[config.mk]
export PLATFORM = sky130hd
export DESIGN_NAME = key_debounce_array_flat
export DESIGN_NICKNAME = d
export VERILOG_FILES = /design/src/rtl/key_debounce_array_if.sv /design/src/rtl/key_debounce_array.sv /design/src/flat_wrapper.sv
export SDC_FILE = /design/constraint.sdc
export NUM_CORES = 1
export LEC_CHECK = 0
export CORE_ASPECT_RATIO = 1.75
export CORE_MARGIN = 8
export CORE_UTILIZATION = 55
export DETAILED_ROUTE_END_ITERATION = 12
export PLACE_DENSITY_LB_ADDON = 0.1
export SYNTH_ARGS = -nofsm -noshare
export SYNTH_HDL_FRONTEND = slang
export SYNTH_SLANG_ARGS = --single-unit
export TNS_END_PERCENT = 1
[constraint.sdc]
create_clock -name clk -period 3.3 [get_ports clk]
set_input_delay 0.66 -clock clk [delete_from_list [all_inputs] [get_ports clk]]
set_output_delay 0.66 -clock clk [all_outputs]
set_load 0.02 [all_outputs]
[src/rtl/key_debounce_array_if.sv]
// rtl/key_debounce_array_if.sv - raw key inputs and conditioned key event outputs
interface key_debounce_array_if #(
  parameter int N_KEYS = 4
);

  logic [N_KEYS-1:0] key_in;
  logic [N_KEYS-1:0] key_level;
  logic [N_KEYS-1:0] key_press;
  logic [N_KEYS-1:0] key_rel;
  logic [N_KEYS-1:0] key_long;
  logic [N_KEYS-1:0] key_rpt;

  // conditioner side: samples the pins, produces levels and strobes
  modport master (
    input  key_in,
    output key_level,
    output key_press,
    output key_rel,
    output key_long,
    output key_rpt
  );

  // pin/consumer side: drives the pins, observes levels and strobes
  modport slave (
    output key_in,
    input  key_level,
    input  key_press,
    input  key_rel,
    input  key_long,
    input  key_rpt
  );

endinterface

[src/rtl/key_debounce_array.sv]
// rtl/key_debounce_array.sv - N-channel key synchroniser, debouncer, press/release/long/repeat strobes
module key_debounce_array #(
  parameter int N_KEYS          = 4,
  parameter int DEBOUNCE_CYCLES = 1000,
  parameter int HOLD_CYCLES     = 50000,
  parameter int REPEAT_CYCLES   = 0,
  parameter int ACTIVE_LOW      = 1
) (
  input  logic                  clk,
  input  logic                  rst,
  key_debounce_array_if.master  kif
);

  localparam int CW   = $clog2(DEBOUNCE_CYCLES + 1);
  localparam int HMAX = (HOLD_CYCLES > REPEAT_CYCLES) ? HOLD_CYCLES : REPEAT_CYCLES;
  localparam int HW   = $clog2(HMAX + 1);

  // Compare values; every counter stops here and is cleared, so none ever wraps.
  localparam logic [CW-1:0] DB_LAST   = CW'(DEBOUNCE_CYCLES - 1);
  localparam logic [HW-1:0] HOLD_LAST = HW'(HOLD_CYCLES - 1);
  localparam logic [HW-1:0] RPT_LAST  = HW'((REPEAT_CYCLES > 0) ? REPEAT_CYCLES - 1 : 0);
  localparam logic          RPT_EN    = (REPEAT_CYCLES > 0);

  // Raw pin value of a released key, loaded into the synchronisers on reset.
  localparam logic [N_KEYS-1:0] RELEASED_RAW = (ACTIVE_LOW != 0) ? '1 : '0;

  localparam logic [1:0] ST_IDLE  = 2'd0;
  localparam logic [1:0] ST_PRESS = 2'd1;
  localparam logic [1:0] ST_HELD  = 2'd2;

  logic [N_KEYS-1:0] sync1;
  logic [N_KEYS-1:0] sync2;
  logic [N_KEYS-1:0] pol;
  logic [N_KEYS-1:0] db_done;
  logic [N_KEYS-1:0] accept_rise;
  logic [N_KEYS-1:0] accept_fall;

  logic [N_KEYS-1:0] level_q;
  logic [N_KEYS-1:0] press_q;
  logic [N_KEYS-1:0] rel_q;
  logic [N_KEYS-1:0] long_q;
  logic [N_KEYS-1:0] rpt_q;

  logic [CW-1:0] db_cnt [N_KEYS];
  logic [HW-1:0] hcnt   [N_KEYS];
  logic [1:0]    state  [N_KEYS];

  // Two-flop synchroniser per pin; reset parks every channel at "released".
  always_ff @(posedge clk) begin
    if (rst) begin
      sync1 <= RELEASED_RAW;
      sync2 <= RELEASED_RAW;
    end else begin
      sync1 <= kif.key_in;
      sync2 <= sync1;
    end
  end

  // Normalise polarity and detect the sample that completes a debounce run.
  always_comb begin
    pol     = (ACTIVE_LOW != 0) ? ~sync2 : sync2;
    db_done = '0;
    for (int i = 0; i < N_KEYS; i++) begin
      db_done[i] = (pol[i] != level_q[i]) && (db_cnt[i] == DB_LAST);
    end
    accept_rise = db_done & pol;
    accept_fall = db_done & ~pol;
  end

  // Debounce counters, debounced level and the press/release strobes, which
  // are registered on the same edge as the level so they line up with it.
  always_ff @(posedge clk) begin
    if (rst) begin
      level_q <= '0;
      press_q <= '0;
      rel_q   <= '0;
      for (int i = 0; i < N_KEYS; i++) begin
        db_cnt[i] <= '0;
      end
    end else begin
      press_q <= accept_rise;
      rel_q   <= accept_fall;
      level_q <= (level_q & ~accept_fall) | accept_rise;
      for (int i = 0; i < N_KEYS; i++) begin
        // any agreeing sample restarts the run, so short glitches never land
        if ((pol[i] == level_q[i]) || db_done[i]) begin
          db_cnt[i] <= '0;
        end else begin
          db_cnt[i] <= db_cnt[i] + 1'b1;
        end
      end
    end
  end

  // Per-channel hold FSM producing the long-press and auto-repeat strobes.
  always_ff @(posedge clk) begin
    if (rst) begin
      long_q <= '0;
      rpt_q  <= '0;
      for (int i = 0; i < N_KEYS; i++) begin
        state[i] <= ST_IDLE;
        hcnt[i]  <= '0;
      end
    end else begin
      long_q <= '0;
      rpt_q  <= '0;
      for (int i = 0; i < N_KEYS; i++) begin
        if (accept_fall[i]) begin
          // release beats a long/repeat due on the same edge
          state[i] <= ST_IDLE;
          hcnt[i]  <= '0;
        end else begin
          case (state[i])
            ST_IDLE: begin
              if (accept_rise[i]) begin
                state[i] <= ST_PRESS;
                hcnt[i]  <= '0;
              end
            end
            ST_PRESS: begin
              if (hcnt[i] == HOLD_LAST) begin
                long_q[i] <= 1'b1;
                state[i]  <= ST_HELD;
                hcnt[i]   <= '0;
              end else begin
                hcnt[i] <= hcnt[i] + 1'b1;
              end
            end
            ST_HELD: begin
              // with repeat disabled the counter simply parks at zero
              if (RPT_EN) begin
                if (hcnt[i] == RPT_LAST) begin
                  rpt_q[i] <= 1'b1;
                  hcnt[i]  <= '0;
                end else begin
                  hcnt[i] <= hcnt[i] + 1'b1;
                end
              end
            end
            default: begin
              state[i] <= ST_IDLE;
              hcnt[i]  <= '0;
            end
          endcase
        end
      end
    end
  end

  assign kif.key_level = level_q;
  assign kif.key_press = press_q;
  assign kif.key_rel   = rel_q;
  assign kif.key_long  = long_q;
  assign kif.key_rpt   = rpt_q;

endmodule
[src/flat_wrapper.sv]
// flat-port wrapper written by rule: the top's interface ports become plain ports
module key_debounce_array_flat 
#(
  parameter int N_KEYS          = 4,
  parameter int DEBOUNCE_CYCLES = 1000,
  parameter int HOLD_CYCLES     = 50000,
  parameter int REPEAT_CYCLES   = 0,
  parameter int ACTIVE_LOW      = 1
)
  (clk, rst, kif_key_in, kif_key_level, kif_key_press, kif_key_rel, kif_key_long, kif_key_rpt);
  key_debounce_array_if #(.N_KEYS(N_KEYS)) kif_i ();
  input  logic clk;
  input  logic rst;
  input wire logic [$bits(kif_i.key_in)-1:0] kif_key_in;
  output wire logic [$bits(kif_i.key_level)-1:0] kif_key_level;
  output wire logic [$bits(kif_i.key_press)-1:0] kif_key_press;
  output wire logic [$bits(kif_i.key_rel)-1:0] kif_key_rel;
  output wire logic [$bits(kif_i.key_long)-1:0] kif_key_long;
  output wire logic [$bits(kif_i.key_rpt)-1:0] kif_key_rpt;
  assign kif_i.key_in = kif_key_in;
  assign kif_key_level = kif_i.key_level;
  assign kif_key_press = kif_i.key_press;
  assign kif_key_rel = kif_i.key_rel;
  assign kif_key_long = kif_i.key_long;
  assign kif_key_rpt = kif_i.key_rpt;
  key_debounce_array #(.N_KEYS(N_KEYS), .DEBOUNCE_CYCLES(DEBOUNCE_CYCLES), .HOLD_CYCLES(HOLD_CYCLES), .REPEAT_CYCLES(REPEAT_CYCLES), .ACTIVE_LOW(ACTIVE_LOW)) u_core (.clk(clk), .rst(rst), .kif(kif_i));
endmodule
Yosys cells after proc, flatten, opt, wreduce, memory -nomap -nowiden

Memory sizes are Yosys's and may differ from the RTL's.
Cells that the tools add are included.

Add/subtract/negate cells: 8
Eq/ne operators: 24
Mux-type cells: 158
Bitwise logic cells: 51
Reduce and logical (&&, ||, !) cells: 16

Operators with widths:

| operator                                       | number |
|---|---|
| two-way mux 16 bit                             | 20 |
| two-way mux 1 bit                              | 114 |
| two-way mux 10 bit                             | 8 |
| adder 16 x 1 -> 16 bit (second input constant) | 4 |
| == test 16 bit (second input constant)         | 4 |
| OR 1 bit                                       | 44 |
| adder 10 x 1 -> 10 bit (second input constant) | 4 |
| == test 10 bit (second input constant)         | 4 |
| two-way mux 2 bit                              | 16 |
| bitwise AND 4 bit                              | 3 |
| NOT 4 bit                                      | 3 |
| OR reduction 3 bit                             | 4 |
| == test 2 x 1 -> 1 bit (second input constant) | 4 |
| == test 2 bit (second input constant)          | 4 |
| zero test 2 bit                                | 4 |
| == test 1 bit                                  | 4 |
| logical AND 1 bit                              | 4 |
| logical OR 1 bit                               | 4 |
| != test 1 bit                                  | 4 |
| OR 4 bit                                       | 1 |

Flip-flop bits (word level): 24
Bits in writable memories: 112
Input port bits: 6
Output and inout bits: 20
Logic and storage cells: 266
Memories: 3

Memory list:

| memory        | words | width | rd ports | clocked after memory_dff | write ports | RTL line                 | RTL |
|---|---|---|---|---|---|---|---|
| u_core.hcnt   | 4     | 16    | 4        | 0                        | 4           | key_debounce_array.sv:45 | `logic [HW-1:0] hcnt [N_KEYS];` |
| u_core.db_cnt | 4     | 10    | 4        | 0                        | 4           | key_debounce_array.sv:44 | `logic [CW-1:0] db_cnt [N_KEYS];` |
| u_core.state  | 4     | 2     | 4        | 0                        | 4           | key_debounce_array.sv:46 | `logic [1:0] state [N_KEYS];` |

Longest topological paths before layout

Depth in word-level cells: 13
Depth in mapped cells: 7
Mapped depth without buffers: 5

Least setup slack after synthesis

No wires, ideal clock.

Kind: input-to-reg
From: in rst
To: mem u_core.hcnt[2][0] in the netlist's numbering, enable pin
Setup time: 372 ps
Data arrival time: 1853 ps
Data required time: 2928 ps
Slack: 1075 ps
Stages: 5
Path buffers: 1
Cells stage by stage: clkbuf_1 -> or3_1 -> o21ai_0 -> a221oi_1 -> nand2_1

RTL lines:

| element     | RTL line                 | RTL |
|---|---|---|
| from (decl) | flat_wrapper.sv:13       | `input logic rst;` |
| to (decl)   | key_debounce_array.sv:45 |  |

==> flow_metrics.tcl <==
set metrics [dict create \
    drc 0 \
    worstHoldStart "u_core.sync1[2]" \
    p_leak_nw 2.51 \
    synthFlopType "edfxtp_1" \
    fin_crit_sh_pct 78.0 \
    dp_cells 844 \
    routed_wl_um 12800 \
    synthCells 632 \
    end_kind "flop" \
    async_reset_ff_share_pct 0 \
    period_minus_slack_ps 2570 \
    cts_tree "yes" \
    place_hpwl_um 8980 \
    ir_drop_uv 375 \
    first_pass_iters 4 \
    synth_simple_gate_area_share_pct 25.2 \
    cts_max_level 4 \
    cts-root-buf "clkbuf_16" \
    synthXorXnorAreaFrac_pct 11.3 \
    ios 26 \
    core_area_um2 12000 \
    fin_cells 876 \
    synth_edf_count 112 \
    yosysTopAreaCellShare_pct 49.7 \
    antenna_found_initial 0 \
    cts_resized 0 \
    die_area_um2 16200 \
    start_util_pct 56.4 \
    grt_setup_unrepaired "false" \
    synth_compound_area_share_pct 2.89 \
    cp_top_family "simple AND/OR/NAND/NOR gates" \
    fmax_mhz 388 \
    crit_top_cell "nand2_1" \
    maxSlewViolCount 0 \
    muxShareOfSynthArea_pct 0 \
    worstPathRequired_ps 3300 \
    clockBufferDepth 2 \
    insertion_delay_ps 410 \
    cp_slowest_stage_delay_ps 670 \
    synthTopCellsByCount "edfxtp_1, nor2_1, xnor2_1, nor3_1, nand2_1" \
    max_cap_violations 0 \
    synth.distinct_cells 44 \
    hold_path_class "flop to flop" \
    finalSetupTns_ps 0 \
    grt_pass1_vias 4855 \
    synth_adder_area_share_pct 1.48 \
    grt_max_degree 28 \
    reg2reg_depth 5 \
    num_rows 53 \
    cts_setup_buffers 0 \
    worst-slew-pin-transition_ps 770 \
    area.sequential_um2 3840 \
    synthMostInstantiatedCell "edfxtp_1" \
    ff2ff_setup_slack_ps 730 \
    total_power_mw 4.03 \
    die_h_um 163 \
    setup_viol 0 \
    viasPerCell 5.41 \
    multi_input_area_um2 2930 \
    die_x_um 99.8 \
    crit_chain "ha_1, nand2_1, or4_1, o21ai_1, nand2_1" \
    clock-sinks 136 \
    ant_nets 0 \
    grt_use_total_pct 16.6 \
    path_class "flop to flop" \
    clock_skew_ps 8.47 \
    worstPathMaxFanout 16 \
    power_density_nw_per_um2 514 \
    synth_top_area_cell "edfxtp_1" \
    synth_warnings 0 \
    layout-drive-gt1-share_pct 7.03 \
    slew_headroom_pct 48.5 \
    start_kind "flop" \
    path_clk_slew_ps 50 \
    synth_area_leaders "edfxtp_1, xnor2_1, dfxtp_1" \
    port_buffers 21 \
    nets 712 \
    overflow 0 \
    status "completed" \
    syn_to_final_growth_pct 15.9 \
    cp.buffers_inverters 0 \
    drt_iter0_markers 242 \
    cp.depth 5 \
    syn_area_um2 6770 \
    worstPathArrival_ps 2570 \
    wl_per_cell_um 14.6 \
    synth_top_family_by_area "simple AND/OR/NAND/NOR gates" \
    min_to "u_core.sync2[2]" \
    r2r-start "u_core.db_cnt[0][20]" \
    synth.avg_cell_area_um2 10.7 \
    vias 4736 \
    fillers 965 \
    synth_seq_area_share_pct 56.8 \
    cts_hold_buf 0 \
    gp_congestion 0.848 \
    min_path_cells 1 \
    hold_viol 0 \
    numCtsBuffers 17 \
    ys_ff_latch 136 \
    reg2reg_to "u_core.hcnt[2][14]" \
    grt_pass1_wl_um 21600 \
    slowest_stage "or4_1" \
    antenna_cells 0 \
]
==> cells by family (layout without fill, tap and decap cells) <==
group           after synthesis  in the layout
simple gates                339            339
xor+xnor                     87             87
fa+ha+maj                     8              8
flops                       136            136
buf+inv                      33             70
compound gates               27             27
other cells                   2             44
==> worst max-delay path by stage <==
stage	end	start	slack, ps
floorplan	u_core.hcnt[2][0]	rst	1070
global placement	u_core.hcnt[2][3]	rst	440
detailed placement	u_core.hcnt[2][2]	rst	380
CTS	u_core.hcnt[2][14]	u_core.db_cnt[0][20]	700
global route	u_core.hcnt[2][14]	u_core.db_cnt[0][20]	570
finish	u_core.hcnt[2][14]	u_core.db_cnt[0][20]	730
==> metal layers <==
metal	vias to the layer above	share of wire [%]	GRT usage (%)
li1	2376	-	-
met1	2266	42	18.1
met2	75	54	29.3
met3	19	3.0	4.45
met4	0	1.6	7.13
met5	-	0	0
==> cell usage in the layout (no fill, tap or decap), types with 8 or more instances in the layout <==
cell type	count
and3_1	9
nor4_1	19
clkbuf_16	17
edfxtp_1	112
conb_1	44
or3_1	9
xnor2_1	72
nand4_1	21
nor3_1	67
clkdlybuf4s50_1	21
or2_2	13
nand2_1	41
dfxtp_1	24
ha_1	8
inv_1	13
xor2_1	15
nand3_1	34
nor2_1	98
a21oi_1	10
==> per-stage QoR <==
stage	area, um2	hold WS [ps]	utilization [%]	setup slack, ps
global route	7840	422	65.3	572
detailed placement	7260	395	60.5	380
CTS	7840	407	65.3	703
finish	7840	406	65.3	726
global placement	7260	392	60.5	439
floorplan	6920	389	-	1070
==> final cells by class <==
| class | count | share of cell area, % |
|---|---|---|
| inverters | 13 | 0.622 |
| clock inverters | 9 | 1.28 |
| clock buffers | 23 | 6.09 |
| repair buffers | 25 | 3.06 |
| flip-flops and latches | 136 | 49.0 |
| multi-input cells | 505 | 37.3 |
| well taps | 165 | 2.63 |
==> power breakdown <==
part	switching, mW	internal (mW)
Clock	0.673	1.16
Combinational	0.0989	0.0751
Sequential	0.0842	1.94
Total	0.856	3.18
==> worst register-to-register path: cells and delay by family (launching register included) <==
kind	cells	cell delay [ps]
AND/OR/NAND/NOR	3	1250
flip-flops	1	390
adder cells (fa/ha/maj)	1	240
AO/OA/AOI/OAI	1	300
==> state kept, by name (all words and copies together), names as in the netlist, named ones only <==
name	flops
u_core.sync2	4
u_core.hcnt	64
u_core.sync1	4
u_core.kif.key_press	4
u_core.state	8
u_core.db_cnt	40
u_core.kif.key_rel	4
u_core.kif.key_long	4
(Power assumes the default switching activity.)
